`config.mk`:
```
export PLATFORM = sky130hd
export DESIGN_NAME = datapath_controller_flat
export DESIGN_NICKNAME = d
export VERILOG_FILES = /design/src/rtl/datapath_controller_if.sv /design/src/rtl/datapath_controller.sv /design/src/flat_wrapper.sv
export SDC_FILE = /design/constraint.sdc
export NUM_CORES = 1
export LEC_CHECK = 0
export CAP_MARGIN = 20
export CORE_UTILIZATION = 40
export CTS_BUF_LIST = sky130_fd_sc_hd__clkbuf_8 sky130_fd_sc_hd__clkbuf_16
export DETAILED_ROUTE_END_ITERATION = 7
export GPL_TIMING_DRIVEN = 0
export PLACE_DENSITY = 0.72
export SLEW_MARGIN = 20
export SYNTH_ARGS = -nofsm -noshare
export SYNTH_HDL_FRONTEND = slang
export SYNTH_SLANG_ARGS = --single-unit
```
`constraint.sdc`:
```
create_clock -name I_CLK -period 3.58 [get_ports I_CLK]
set_clock_uncertainty 0.1 [all_clocks]
set_input_delay 0.358 -clock I_CLK [delete_from_list [all_inputs] [get_ports I_CLK]]
set_output_delay 0.358 -clock I_CLK [all_outputs]
set_load 0.01 [all_outputs]
```
`src/rtl/datapath_controller_if.sv`:
```
// Instruction handshake and datapath control bundle for datapath_controller.
//   I_INSTR_VALID / I_INSTR / O_INSTR_READY : instruction word valid/ready handshake
//   I_RESUME                                : leave the HALTED state
//   O_DATAPATH_NRESET                       : active-low reset to the datapath
//   O_REG_WRITE_ENABLE                      : one-hot register file write enable
//   O_REG_A_SELECT / O_REG_B_SELECT         : register file read port selects
//   O_IMMEDIATE_SELECT / O_IMMEDIATE        : ALU B operand is the extended immediate
//   O_OPCODE                                : ALU opcode
//   O_BUSY / O_HALTED / O_RETIRED_COUNT     : controller status
// master = instruction source side, slave = controller side.
interface datapath_controller_if;
    logic        I_INSTR_VALID;
    logic [15:0] I_INSTR;
    logic        O_INSTR_READY;
    logic        I_RESUME;
    logic        O_DATAPATH_NRESET;
    logic [15:0] O_REG_WRITE_ENABLE;
    logic [3:0]  O_REG_A_SELECT;
    logic [3:0]  O_REG_B_SELECT;
    logic        O_IMMEDIATE_SELECT;
    logic [15:0] O_IMMEDIATE;
    logic [3:0]  O_OPCODE;
    logic        O_BUSY;
    logic        O_HALTED;
    logic [15:0] O_RETIRED_COUNT;

    modport master (
        output I_INSTR_VALID, I_INSTR, I_RESUME,
        input  O_INSTR_READY, O_DATAPATH_NRESET, O_REG_WRITE_ENABLE,
               O_REG_A_SELECT, O_REG_B_SELECT, O_IMMEDIATE_SELECT,
               O_IMMEDIATE, O_OPCODE, O_BUSY, O_HALTED, O_RETIRED_COUNT
    );

    modport slave (
        input  I_INSTR_VALID, I_INSTR, I_RESUME,
        output O_INSTR_READY, O_DATAPATH_NRESET, O_REG_WRITE_ENABLE,
               O_REG_A_SELECT, O_REG_B_SELECT, O_IMMEDIATE_SELECT,
               O_IMMEDIATE, O_OPCODE, O_BUSY, O_HALTED, O_RETIRED_COUNT
    );
endinterface

```
`src/rtl/datapath_controller.sv`:
```
// Instruction-driven sequencer for the CR16 register file + ALU datapath.
// Holds the datapath in reset for RESET_CYCLES cycles after I_NRESET rises,
// then accepts one 16-bit instruction per two cycles (IDLE -> EXEC -> IDLE),
// decodes register/immediate forms and drives the datapath controls.
// Ports:
//   I_CLK    : clock, rising edge
//   I_NRESET : asynchronous active-low reset
//   bus      : datapath_controller_if.slave (handshake, controls, status)
// Every output is a register loaded from the *_nxt values below.
module datapath_controller #(
    parameter int RESET_CYCLES = 2,
    parameter bit SIGN_EXTEND  = 1'b1
) (
    input  logic                  I_CLK,
    input  logic                  I_NRESET,
    datapath_controller_if.slave  bus
);

    typedef enum logic [1:0] {
        ST_INIT   = 2'd0,
        ST_IDLE   = 2'd1,
        ST_EXEC   = 2'd2,
        ST_HALTED = 2'd3
    } state_t;

    localparam logic [3:0] INIT_LAST = 4'(RESET_CYCLES - 1);

    function automatic logic [15:0] ext_imm(input logic [7:0] v);
        if (SIGN_EXTEND) ext_imm = {{8{v[7]}}, v};
        else             ext_imm = {8'h00, v};
    endfunction

    function automatic logic [15:0] one_hot(input logic [3:0] idx);
        logic [15:0] r;
        r      = '0;
        r[idx] = 1'b1;
        return r;
    endfunction

    state_t      state, state_nxt;
    logic [3:0]  init_cnt, init_cnt_nxt;
    logic        halt_q, halt_nxt;
    logic        nres_q, nres_nxt;
    logic [15:0] we_q, we_nxt;
    logic [3:0]  a_q, a_nxt;
    logic [3:0]  b_q, b_nxt;
    logic        isel_q, isel_nxt;
    logic [15:0] imm_q, imm_nxt;
    logic [3:0]  opc_q, opc_nxt;
    logic [15:0] ret_q, ret_nxt;
    logic        ready_q, busy_q, halted_q;

    logic [3:0]  op, rdest, opext, rsrc;

    assign op    = bus.I_INSTR[15:12];
    assign rdest = bus.I_INSTR[11:8];
    assign opext = bus.I_INSTR[7:4];
    assign rsrc  = bus.I_INSTR[3:0];

    always_comb begin
        state_nxt    = state;
        init_cnt_nxt = init_cnt;
        halt_nxt     = halt_q;
        nres_nxt     = nres_q;
        we_nxt       = '0;
        a_nxt        = a_q;
        b_nxt        = b_q;
        isel_nxt     = isel_q;
        imm_nxt      = imm_q;
        opc_nxt      = opc_q;
        ret_nxt      = ret_q;
        case (state)
            ST_INIT: begin
                if (init_cnt == INIT_LAST) begin
                    state_nxt = ST_IDLE;
                    nres_nxt  = 1'b1;
                end else begin
                    init_cnt_nxt = init_cnt + 4'd1;
                end
            end
            ST_IDLE: begin
                // ready_q is always 1 in IDLE, so valid alone completes the handshake
                if (bus.I_INSTR_VALID) begin
                    state_nxt = ST_EXEC;
                    halt_nxt  = (op == 4'hF);
                    a_nxt     = rdest;
                    b_nxt     = rsrc;
                    imm_nxt   = ext_imm(bus.I_INSTR[7:0]);
                    isel_nxt  = (op != 4'h0) && (op != 4'hF);
                    opc_nxt   = (op == 4'h0) ? opext : op;
                    // write enable is registered here so it is high exactly during EXEC
                    if (op == 4'h0) begin
                        if (opext != 4'h0) we_nxt = one_hot(rdest);
                    end else if (op != 4'hF) begin
                        we_nxt = one_hot(rdest);
                    end
                end
            end
            ST_EXEC: begin
                ret_nxt   = ret_q + 16'd1;
                state_nxt = halt_q ? ST_HALTED : ST_IDLE;
            end
            ST_HALTED: begin
                // a simultaneous valid is ignored; it is seen again in IDLE
                if (bus.I_RESUME) state_nxt = ST_IDLE;
            end
            default: state_nxt = ST_INIT;
        endcase
    end

    always_ff @(posedge I_CLK or negedge I_NRESET) begin
        if (!I_NRESET) begin
            state    <= ST_INIT;
            init_cnt <= '0;
            halt_q   <= 1'b0;
            nres_q   <= 1'b0;
            we_q     <= '0;
            a_q      <= '0;
            b_q      <= '0;
            isel_q   <= 1'b0;
            imm_q    <= '0;
            opc_q    <= '0;
            ret_q    <= '0;
            ready_q  <= 1'b0;
            busy_q   <= 1'b1;
            halted_q <= 1'b0;
        end else begin
            state    <= state_nxt;
            init_cnt <= init_cnt_nxt;
            halt_q   <= halt_nxt;
            nres_q   <= nres_nxt;
            we_q     <= we_nxt;
            a_q      <= a_nxt;
            b_q      <= b_nxt;
            isel_q   <= isel_nxt;
            imm_q    <= imm_nxt;
            opc_q    <= opc_nxt;
            ret_q    <= ret_nxt;
            ready_q  <= (state_nxt == ST_IDLE);
            busy_q   <= (state_nxt != ST_IDLE);
            halted_q <= (state_nxt == ST_HALTED);
        end
    end

    assign bus.O_INSTR_READY      = ready_q;
    assign bus.O_DATAPATH_NRESET  = nres_q;
    assign bus.O_REG_WRITE_ENABLE = we_q;
    assign bus.O_REG_A_SELECT     = a_q;
    assign bus.O_REG_B_SELECT     = b_q;
    assign bus.O_IMMEDIATE_SELECT = isel_q;
    assign bus.O_IMMEDIATE        = imm_q;
    assign bus.O_OPCODE           = opc_q;
    assign bus.O_BUSY             = busy_q;
    assign bus.O_HALTED           = halted_q;
    assign bus.O_RETIRED_COUNT    = ret_q;

endmodule

```
`src/flat_wrapper.sv`:
```
// flat-port wrapper written by rule: the top's interface ports become plain ports
module datapath_controller_flat 
#(
    parameter int RESET_CYCLES = 2,
    parameter bit SIGN_EXTEND  = 1'b1
)
  (I_CLK, I_NRESET, bus_I_INSTR_VALID, bus_I_INSTR, bus_I_RESUME, bus_O_INSTR_READY, bus_O_DATAPATH_NRESET, bus_O_REG_WRITE_ENABLE, bus_O_REG_A_SELECT, bus_O_REG_B_SELECT, bus_O_IMMEDIATE_SELECT, bus_O_IMMEDIATE, bus_O_OPCODE, bus_O_BUSY, bus_O_HALTED, bus_O_RETIRED_COUNT);
  datapath_controller_if bus_i ();
  input  logic I_CLK;
  input  logic I_NRESET;
  input wire logic [$bits(bus_i.I_INSTR_VALID)-1:0] bus_I_INSTR_VALID;
  input wire logic [$bits(bus_i.I_INSTR)-1:0] bus_I_INSTR;
  input wire logic [$bits(bus_i.I_RESUME)-1:0] bus_I_RESUME;
  output wire logic [$bits(bus_i.O_INSTR_READY)-1:0] bus_O_INSTR_READY;
  output wire logic [$bits(bus_i.O_DATAPATH_NRESET)-1:0] bus_O_DATAPATH_NRESET;
  output wire logic [$bits(bus_i.O_REG_WRITE_ENABLE)-1:0] bus_O_REG_WRITE_ENABLE;
  output wire logic [$bits(bus_i.O_REG_A_SELECT)-1:0] bus_O_REG_A_SELECT;
  output wire logic [$bits(bus_i.O_REG_B_SELECT)-1:0] bus_O_REG_B_SELECT;
  output wire logic [$bits(bus_i.O_IMMEDIATE_SELECT)-1:0] bus_O_IMMEDIATE_SELECT;
  output wire logic [$bits(bus_i.O_IMMEDIATE)-1:0] bus_O_IMMEDIATE;
  output wire logic [$bits(bus_i.O_OPCODE)-1:0] bus_O_OPCODE;
  output wire logic [$bits(bus_i.O_BUSY)-1:0] bus_O_BUSY;
  output wire logic [$bits(bus_i.O_HALTED)-1:0] bus_O_HALTED;
  output wire logic [$bits(bus_i.O_RETIRED_COUNT)-1:0] bus_O_RETIRED_COUNT;
  assign bus_i.I_INSTR_VALID = bus_I_INSTR_VALID;
  assign bus_i.I_INSTR = bus_I_INSTR;
  assign bus_i.I_RESUME = bus_I_RESUME;
  assign bus_O_INSTR_READY = bus_i.O_INSTR_READY;
  assign bus_O_DATAPATH_NRESET = bus_i.O_DATAPATH_NRESET;
  assign bus_O_REG_WRITE_ENABLE = bus_i.O_REG_WRITE_ENABLE;
  assign bus_O_REG_A_SELECT = bus_i.O_REG_A_SELECT;
  assign bus_O_REG_B_SELECT = bus_i.O_REG_B_SELECT;
  assign bus_O_IMMEDIATE_SELECT = bus_i.O_IMMEDIATE_SELECT;
  assign bus_O_IMMEDIATE = bus_i.O_IMMEDIATE;
  assign bus_O_OPCODE = bus_i.O_OPCODE;
  assign bus_O_BUSY = bus_i.O_BUSY;
  assign bus_O_HALTED = bus_i.O_HALTED;
  assign bus_O_RETIRED_COUNT = bus_i.O_RETIRED_COUNT;
  datapath_controller #(.RESET_CYCLES(RESET_CYCLES), .SIGN_EXTEND(SIGN_EXTEND)) u_core (.I_CLK(I_CLK), .I_NRESET(I_NRESET), .bus(bus_i));
endmodule
```
==> results of run 1 <==
-- routing by layer --
layer  routed length, um  share of wire  GRT usage  up-vias
li1                    -              -          -      937
met1                2430           0.47      0.249      882
met2                2190           0.42      0.248       73
met3                 431          0.084     0.0614       10
met4                  94          0.018     0.0911        0
met5                   0              0          0        -
-- kinds of logic after synthesis --
logic type | count (synthesis) | synth area share
flip-flops | 60 | 0.611
XOR/XNOR | 17 | 0.0605
AND/OR/NAND/NOR | 110 | 0.217
buffers and inverters | 23 | 0.0574
adder cells (fa/ha/maj) | 3 | 0.0153
AO/OA/AOI/OAI | 14 | 0.0305
multiplexers | 2 | 0.00864
-- worst max path at each step --
stage	startpoint	to	slack (ps)	depth (start not counted)
2_1_floorplan	u_core.init_cnt[0]	u_core.init_cnt[1]	2130	4
3_3_place_gp	I_NRESET	u_core.bus.O_OPCODE[1]	200	1
3_5_place_dp	bus_I_INSTR[12]	u_core.bus.O_REG_WRITE_ENABLE[13]	1530	5
4_1_cts	u_core.bus.O_IMMEDIATE[7]	bus_O_IMMEDIATE[11]	1550	2
5_1_grt	u_core.bus.O_IMMEDIATE[7]	bus_O_IMMEDIATE[11]	1470	2
6_report	u_core.bus.O_IMMEDIATE[7]	bus_O_IMMEDIATE[11]	1580	2
-- Yosys cell counts (all sizes together), types with 5 or more instances --
cell type / instances
nor2: 14
o21ai: 7
nand2: 54
xnor2: 13
a21oi: 5
nand4: 6
dfrtp: 59
nor3: 10
nand3: 8
inv: 5
buf: 14
-- power breakdown --
part	leakage [nW]	switching [mW]	internal, mW	total, mW
Clock	0.106	0.241	0.328	0.568
Combinational	0.763	0.419	0.579	0.998
Sequential	0.779	0.163	0.866	1.03
Total	1.65	0.823	1.77	2.59
-- critical path: cells and delay by family (launching register included) --
kind	cells	cell delay, ps
buffers and inverters	2	700
DFF	1	520
-- metrics by stage --
| stage | power (mW) | instances | instance area, sq um | setup WS [ps] | hold slack, ps |
|---|---|---|---|---|---|
| floorplan | 1.49 | 229 | 2460 | 2130 | -37.6 |
| global placement | 2.02 | 387 | 3390 | 197 | 346 |
| detailed placement | 2.04 | 388 | 3400 | 1530 | 177 |
| CTS | 2.63 | 404 | 3600 | 1550 | 223 |
| global route | 2.78 | 404 | 3600 | 1470 | 251 |
| finish | 2.59 | 404 | 3600 | 1580 | 234 |
-- registers in the layout, indices dropped and copies added (netlist names), 2 cells and up --
signal / count
u_core.bus.O_REG_WRITE_ENABLE: 16
u_core.bus.O_RETIRED_COUNT: 16
u_core.bus.O_IMMEDIATE: 8
u_core.bus.O_OPCODE: 4
u_core.bus.O_REG_A_SELECT: 4
u_core.init_cnt: 4
u_core.state: 2
-- what timing repair did --
item / 4_1_cts / 5_1_grt
resized for setup: 0 / 0
buffers inserted: 0 / 0
hold buffers: 1 / 0
hold endpoints to repair: 21 / 0
-- final cells by class --
cell class	instances	share of cell area
Buffer	18	0.0341
Clock buffer	10	0.0383
Clock inverter	5	0.0129
Inverter	5	0.00522
Multi-Input combinational cell	146	0.227
Sequential cell	60	0.418
Tap cell	75	0.0261
Timing Repair Buffer	85	0.239
==> results.md, run 1 <==
* Worst setup SP type: flop
* Height of the chip at 80.4 um
* R2r setup slk at 1980 ps
* Vias in the first global route at 1825
* Largest area contributor in the netlist: dfrtp_1
* Sequential area share after synthesis at 0.611
* Critical path peak fanout at 10
* Register area at 1500 sq um
* Remaining antenna violation count at 0
* Routed wire per std cell at 12.7 um
* Min Tclk post-route at 2000 ps
* CTS buffer count at 9
* Synth unique cells at 32
* YS warnings at 0
* Most used flip-flop cell after synthesis: dfrtp_1
* Area of the multi-input gates at 817 sq um
* RR Startpoint: u_core.state[0]
* Maximum VDD drop at 494 uV
* Routed vias at 1902
* CP Capture Type: output pin
* CTS tree: done
* Max Freq at 500 MHz
* Unrepaired setup endpoints after global routing: no
* Fin Setup TNS at 0 ps
* Req. time, crit path at 3120 ps
* Hold path startpoint: bus_I_INSTR[8]
* Hold Vio Cnt, Final at 0
* Total track usage at 0.180
* Pwr/cell area at 721 nW/um^2
* Slew @ Worst Pin at 514 ps
* Hold Crit Depth at 2
* N_diodes at 0
* Cell Area, Synth at 2460 sq um
* Filler cell count at 494
* DRT iter0 DRCs at 48
* Core Region at 5920 sq um
* Placer Congestion at 0.752
* # setup viols final at 0
* Hold Crit Class: in -> reg
* Starting Density at 0.416
* Die width at 80.4 um
* IO Port Bufs at 83
* Ys async rst share at 1.00
* Remaining Overflow, GRT at 0
* DPL Wire Length at 3.79 mm
* CP max-delay cell: clkdlybuf4s50_1
* Worst Setup Path Type: reg -> out
* Max cap viols at 0
* Seq cells post-synth at 60
* DR vias/cell at 4.71
* CTS root buf: clkbuf_8
* Final core occ at 0.608
* Post-synth EDFFs at 0
* IO Pins at 85
* R2R Path End: u_core.bus.O_REG_A_SELECT[3]
* Ranking of synthesized cells by area: dfrtp_1, nand2_1, xnor2_1
* Nets@finish at 348
* Mapped Nets at 252
* First-pass GRT wire length at 8.65 mm
* DRC at 0
* Largest net degree at the start of global routing at 39
* Syn-to-layout area delta at 46.2%
* Yosys top cell area share at 0.600
* Rel. slew slack at 0.655
* Most common cell after layout, fill and taps aside: clkdlybuf4s50_1
* Post-route clock period utilization at 0.559
* Clock tree buffer depth at 2
* Cell Chain, Critical Path: buf_4, clkdlybuf4s50_1
* Worst skew pair latency at 330 ps
* R2r worst-path depth at 5
* Worst hold endpoint: u_core.bus.O_REG_WRITE_ENABLE[12]
* Max stage delay on crit path at 530 ps
* CTS H-Tree Depth at 3
* Pleak at 1.65 nW
* Most frequent cells in the layout: clkdlybuf4s50_1, dfrtp_1, nand2_1, nor2_1
* Num Clock Sinks at 60
* Status: completed
* Final WL at 5.14 mm
* Critical path arrival at 1540 ps
* Syn avg cell area at 10.7 sq um
* Die area at 6470 sq um
* Mapped Cells at 229
* Clock slew at reported path FFs at 60 ps
* Initial antenna violation count at 0
* First drt pass iteration count at 4
* Row cnt at 28
* Slew Limit Fails at 0
* Share of layout cells above drive strength 1 at 0.106
Power figures use the tool's default switching activity.
==> run 2: changes to the inputs <==
Settings changed: PLACE_DENSITY 0.72 to 0.75.
Clock period 3.58 ns to 1.8 ns, I/O delays scaled along.
==> run 2 against run 1 <==
First-iteration DRC count is 33% higher; global-route usage increased by 0.51 points; worst setup slack lost 1500 ps; via count rose by 3.2%; combinational power increased by 100%; utilization down 0.063 points; sequential share of layout area grew 0.078 points; largest cell class unchanged; register-to-register slack got worse by 1800 ps.
==> results.md, run 2 (synthesis gave the netlist of run 1 again) <==
* Routed vias at 1962 (+3.2%)
* Design area at 3590 sq um (-0.10%)
* CTS H-Tree Depth at 3 (unchanged)
* Worst skew pair latency at 320 ps (about the same)
* Hold Crit Class: in -> reg
* Slew @ Worst Pin at 474 ps (-39.4 ps)
* Die area at 6470 sq um (unchanged)
* Post-layout power at 5.06 mW (+95%)
* Fin Setup TNS at 0 ps (unchanged)
* Final Instance Count excl. Fillers at 405 (+0.25%)
* DPL Wire Length at 3.83 mm (+0.98%)
* Maximum VDD drop at 943 uV (+91%)
* Most frequent cells in the layout: clkdlybuf4s50_1, dfrtp_1, nand2_1
* Pleak at 1.65 nW (-0.21%)
* Rel. slew slack at 0.684 (+0.0289)
* Placed insts at 388 (unchanged)
* Critical path arrival at 1430 ps (-110 ps)
* Num Clock Sinks at 60 (unchanged)
* Syn-to-layout area delta at 46.0%
* M3 GR Usage at 0.0750 (+0.0136)
* Placer Congestion at 0.708 (-5.8%)
* Status: completed
* Nets@finish at 348 (unchanged)
* First-pass GRT wire length at 8.94 mm (+3.4%)
* CTS root buf: clkbuf_8
* CTS buffer count at 9 (unchanged)
* IO Port Bufs at 83 (unchanged)
* Filler cell count at 493 (-0.20%)
* DR vias/cell at 4.84 (+2.9%)
* Met1 Usage GRT at 0.236 (-0.0132)
* Height of the chip at 80.4 um (unchanged)
* CP max-delay cell: clkdlybuf4s50_1
* Pwr/cell area at 1410 nW/um^2 (+95%)
* Grt met2 use at 0.280 (+0.0314)
* Max stage delay on crit path at 520 ps (about the same)
* Share of layout cells above drive strength 1 at 0.118 (+0.0118)
* DRC at 0 (unchanged)
* Worst Setup Path Type: reg -> out
* Remaining antenna violation count at 0 (unchanged)
* Clock tree buffer depth at 2 (unchanged)
* Initial antenna violation count at 0 (unchanged)
* DRT iter0 DRCs at 64 (+33%)
* Most common cell after layout, fill and taps aside: clkdlybuf4s50_1
* Final WL at 5.32 mm (+3.4%)
* Post-DP Area at 3410 sq um (+0.22%)
* Max cap viols at 0 (unchanged)
* Area of the multi-input gates at 825 sq um (+0.92%)
* Cell Chain, Critical Path: buf_4, clkdlybuf4s50_1
* Critical path peak fanout at 10 (unchanged)
* Total track usage at 0.185 (+0.00513)
* Post-route clock period utilization at 0.951
* Clock slew at reported path FFs at 70 ps (about the same)
* CP Capture Type: output pin
* Unrepaired setup endpoints after global routing: no
* CTS tree: done
* Vias in the first global route at 1981 (+8.5%)
* Global route hottest layer: met2
* First drt pass iteration count at 4 (unchanged)
* IO Pins at 85 (unchanged)
* Worst setup SP type: flop
* Row cnt at 28 (unchanged)
* Max Freq at 584 MHz
* Slew Limit Fails at 0 (unchanged)
* Largest net degree at the start of global routing at 61 (+56%)
* Hold Vio Cnt, Final at 0 (unchanged)
* Remaining Overflow, GRT at 0 (unchanged)
* Routed wire per std cell at 13.1 um (+3.1%)
* Die width at 80.4 um (unchanged)
* Register area at 1500 sq um (about the same)
* Core Region at 5920 sq um (unchanged)
* N_diodes at 0 (unchanged)
* Min Tclk post-route at 1710 ps
* # setup viols final at 0 (unchanged)
* Req. time, crit path at 1520 ps (-1600 ps)
* Starting Density at 0.416 (unchanged)
-- run 2: changes by cell type in the layout (fill, tap and decap cells not counted) --
cell       before  now
buf_12          1    0
buf_16          0    1
bufinv_16       1    0
clkinv_2        1    3
dfrtp_1        59   58
dfrtp_2         0    1
nor2_1         14   13
nor2_2          0    1
nor3_1         10    9
nor3_2          0    1
-- run 2: where the power goes --
part | internal, mW | switching (mW)
sequential | 1.72 | 0.323
combinational | 1.16 | 0.854
clock | 0.514 | 0.481
total | 3.40 | 1.66
-- run 2: area by class of cell --
class,instances,share of cell area
Buffer,18,0.0341
Clock buffer,10,0.0383
Clock inverter,6,0.00731
Inverter,5,0.00522
Multi-Input combinational cell,146,0.229
Sequential cell,60,0.419
Tap cell,75,0.0261
Timing Repair Buffer,85,0.241
-- run 2: path summary, 6_finish.rpt --
kind                                              start                           endpoint  slack (ps)  cells after the start
setup / recovery              u_core.bus.O_IMMEDIATE[7]                bus_O_IMMEDIATE[14]          90                      2
hold / removal                           bus_I_INSTR[8]  u_core.bus.O_REG_WRITE_ENABLE[14]          60                      2
setup reg to reg                        u_core.state[0]          u_core.bus.O_IMMEDIATE[3]         200                      5
hold reg to reg            u_core.bus.O_DATAPATH_NRESET       u_core.bus.O_DATAPATH_NRESET         370                      1
max in group asynchronous                      I_NRESET                  u_core.bus.O_BUSY        1000                      3
min in group asynchronous                      I_NRESET      u_core.bus.O_RETIRED_COUNT[9]         290                      3
-- run 2: stage by stage --
stage	setup WS, ps	hold slack (ps)	utilization
after floorplan	351	-216	-
after global placement	-1380	352	0.572
after detailed placement	-157	100	0.576
after CTS	49.9	37.1	0.606
after global routing	21.1	67.7	0.607
final	87.5	63.6	0.607
-- run 2: repair_timing --
item | CTS | global route
buffers inserted | 0 | 0
pin swaps | 0 | 0
cloned | 0 | 0
hold buffers | 1 | 0
hold endpoints to repair | 59 | 0
setup endpoints to repair | 8 | 16
resized for setup | 1 | 2
-- run 2: routing by layer --
metal  part of all wire  wire length (um)
met1               0.45              2390
met2               0.45              2410
met3              0.086               457
met4              0.010                53
met5                  0                 0
-- run 2: worst max-delay path, delay by kind of cell (launching register included) --
| family | cells | cell delay [ps] |
|---|---|---|
| buffers and inverters | 2 | 650 |
| flip-flops | 1 | 450 |
==> run 3: changes to the inputs <==
Settings changed: MAX_ROUTING_LAYER from default to met4.
==> run 3 against run 2 <==
Cell count unchanged; power barely moved; sequential cell count stayed put; global-route usage rose by 0.51 points; non-clock buffer count did not move; largest power group unchanged.
==> results.md, run 3 (synthesis gave the netlist of run 1 again) <==
* Status: completed
* Most common cell after layout, fill and taps aside: clkdlybuf4s50_1
* Max cap viols at 0 (unchanged)
* Sequential power share at 0.405 (about the same)
* Post-layout power at 5.05 mW (about the same)
* Final Instance Count excl. Fillers at 405 (unchanged)
* Sw Pwr at 1.65 mW (-0.19%)
* Design area at 3590 sq um (unchanged)
* Critical path arrival at 1430 ps (about the same)
* CTS tree: done
* Worst path buffer plus inverter count at 2 (unchanged)
* Vias in the first global route at 1977 (-0.20%)
* Final setup margin at 89.7 ps (+2.21 ps)
* Largest net degree at the start of global routing at 61 (unchanged)
* Clock tree buffer depth at 2 (unchanged)
* Die width at 80.4 um (unchanged)
* Clock slew at reported path FFs at 70 ps (about the same)
* Placer Congestion at 0.716 (+1.1%)
* Row cnt at 28 (unchanged)
* Switch share at 0.328 (-0.000414)
* Slew @ Worst Pin at 467 ps (-7.52 ps)
* CTS root buf: clkbuf_8
* Comb pwr share at 0.398 (about the same)
* Maximum VDD drop at 943 uV (about the same)
* Min Tclk post-route at 1710 ps (-2.21 ps)
* CTS buffer count at 9 (unchanged)
* Num Clock Sinks at 60 (unchanged)
* Final WL at 5.30 mm (-0.39%)
* Initial antenna violation count at 0 (unchanged)
* Remaining Overflow, GRT at 0 (unchanged)
* Pwr/cell area at 1410 nW/um^2 (about the same)
* First drt pass iteration count at 4 (unchanged)
* Crit path max-delay family: buffers and inverters
* DPL Wire Length at 3.83 mm (unchanged)
* CTS H-Tree Depth at 3 (unchanged)
* Starting Density at 0.416 (unchanged)
* DR vias/cell at 4.86 (+0.25%)
* IO Port Bufs at 83 (unchanged)
* Post-DP Area at 3410 sq um (unchanged)
* Nets@finish at 348 (unchanged)
* Worst Setup SP: u_core.bus.O_IMMEDIATE[7]
* Total track usage at 0.190 (+0.00512)
* DRC at 0 (unchanged)
* Rel. slew slack at 0.689 (+0.00501)
* RR Startpoint: u_core.state[0]
* Clock power frac at 0.196 (about the same)
* Most frequent cells in the layout: clkdlybuf4s50_1, dfrtp_1, nand2_1
* Post-route clock period utilization at 0.950 (-0.00123)
* First-pass GRT wire length at 8.95 mm (about the same)
* Hold Vio Cnt, Final at 0 (unchanged)
* Worst Setup Path Type: reg -> out
* Worst skew pair latency at 320 ps (about the same)
* CP max-delay cell: clkdlybuf4s50_1
* Worst setup SP type: flop
* Placed insts at 388 (unchanged)
* IO Pins at 85 (unchanged)
* Critical path peak fanout at 10 (unchanged)
* Share of layout cells above drive strength 1 at 0.118 (unchanged)
* Syn-to-layout area delta at 46.0% (unchanged)
* Req. time, crit path at 1520 ps (about the same)
* Filler cell count at 493 (unchanged)
* Die area at 6470 sq um (unchanged)
* Routed vias at 1967 (+0.25%)
* Max Freq at 585 MHz (+0.13%)
* Unrepaired setup endpoints after global routing: no
* N_diodes at 0 (unchanged)
* Routed wire per std cell at 13.1 um (-0.39%)
* Remaining antenna violation count at 0 (unchanged)
* CP Capture Type: output pin
* Height of the chip at 80.4 um (unchanged)
* Slew Limit Fails at 0 (unchanged)
* Core Region at 5920 sq um (unchanged)
* # setup viols final at 0 (unchanged)
* Hold path startpoint: bus_I_INSTR[8]
* DRT iter0 DRCs at 66 (+3.1%)
* Cell Chain, Critical Path: buf_4, clkdlybuf4s50_1
* Max stage delay on crit path at 520 ps (about the same)
* Pre-CTS setup slack at -157 ps (unchanged)
* Hold Crit Class: in -> reg
* Pleak at 1.65 nW (unchanged)
* Pint at 3.40 mW (about the same)
run 3: cell counts in the layout (fill, tap and decap cells not counted):
Identical to the previous run, type by type.
run 3: final cells by class:
class	count	area [sq um]	area share
clock inverters	6	26.3	0.00731
multi-input cells	146	825	0.229
plain buffers	18	123	0.0341
clock buffers	10	138	0.0383
well taps	75	93.8	0.0261
inverters	5	18.8	0.00522
repair buffers	85	866	0.241
flip-flops and latches	60	1500	0.419
run 3: final timing paths:
check | endpoint | slack, ps | depth (start not counted)
max in group asynchronous | u_core.bus.O_BUSY | 1000 | 3
min reg2reg | u_core.bus.O_DATAPATH_NRESET | 370 | 1
max | bus_O_IMMEDIATE[14] | 90 | 2
min in group asynchronous | u_core.bus.O_RETIRED_COUNT[9] | 290 | 3
max reg2reg | u_core.bus.O_IMMEDIATE[3] | 210 | 5
min | u_core.bus.O_REG_WRITE_ENABLE[14] | 60 | 2
run 3: power groups by stage:
stage               Clock, mW  Sequential, mW  Combinational (mW)
floorplan                   0            2.14               0.824
global placement            0            2.05                1.97
detailed placement          0            2.05                2.02
CTS                      1.02            2.05                2.03
global route             1.08            2.11                2.21
finish                  0.992            2.05                2.01
run 3: timing repair:
action	in CTS	in global routing
hold buffers	1	0
hold endpoints to repair	59	0
setup buffers	0	0
gates resized for setup	1	2
endpoints found under the setup margin	8	16
run 3: metal layers:
metal,track usage,wire length (um),vias to the layer above
met1,0.237,2360,943
met5,-,0,-
li1,-,-,944
met4,0.0732,53,0
met2,0.280,2430,74
met3,0.0739,459,6
run 3: through the flow:
step / util / hold slack, ps / TNS, ps
after floorplan: - / -216 / 0
after global placement: 0.572 / 352 / -82400
after detailed placement: 0.576 / 100 / -1930
after CTS: 0.606 / 37.1 / 0
after global routing: 0.607 / 67.7 / 0
final: 0.607 / 60.7 / 0
run 3: worst register-to-register path: cells and delay by family (launching register included):
family                 cells  cell delay (ps)
buffers and inverters      1              420
AND/OR/NAND/NOR            4              550
flip-flops                 1              450
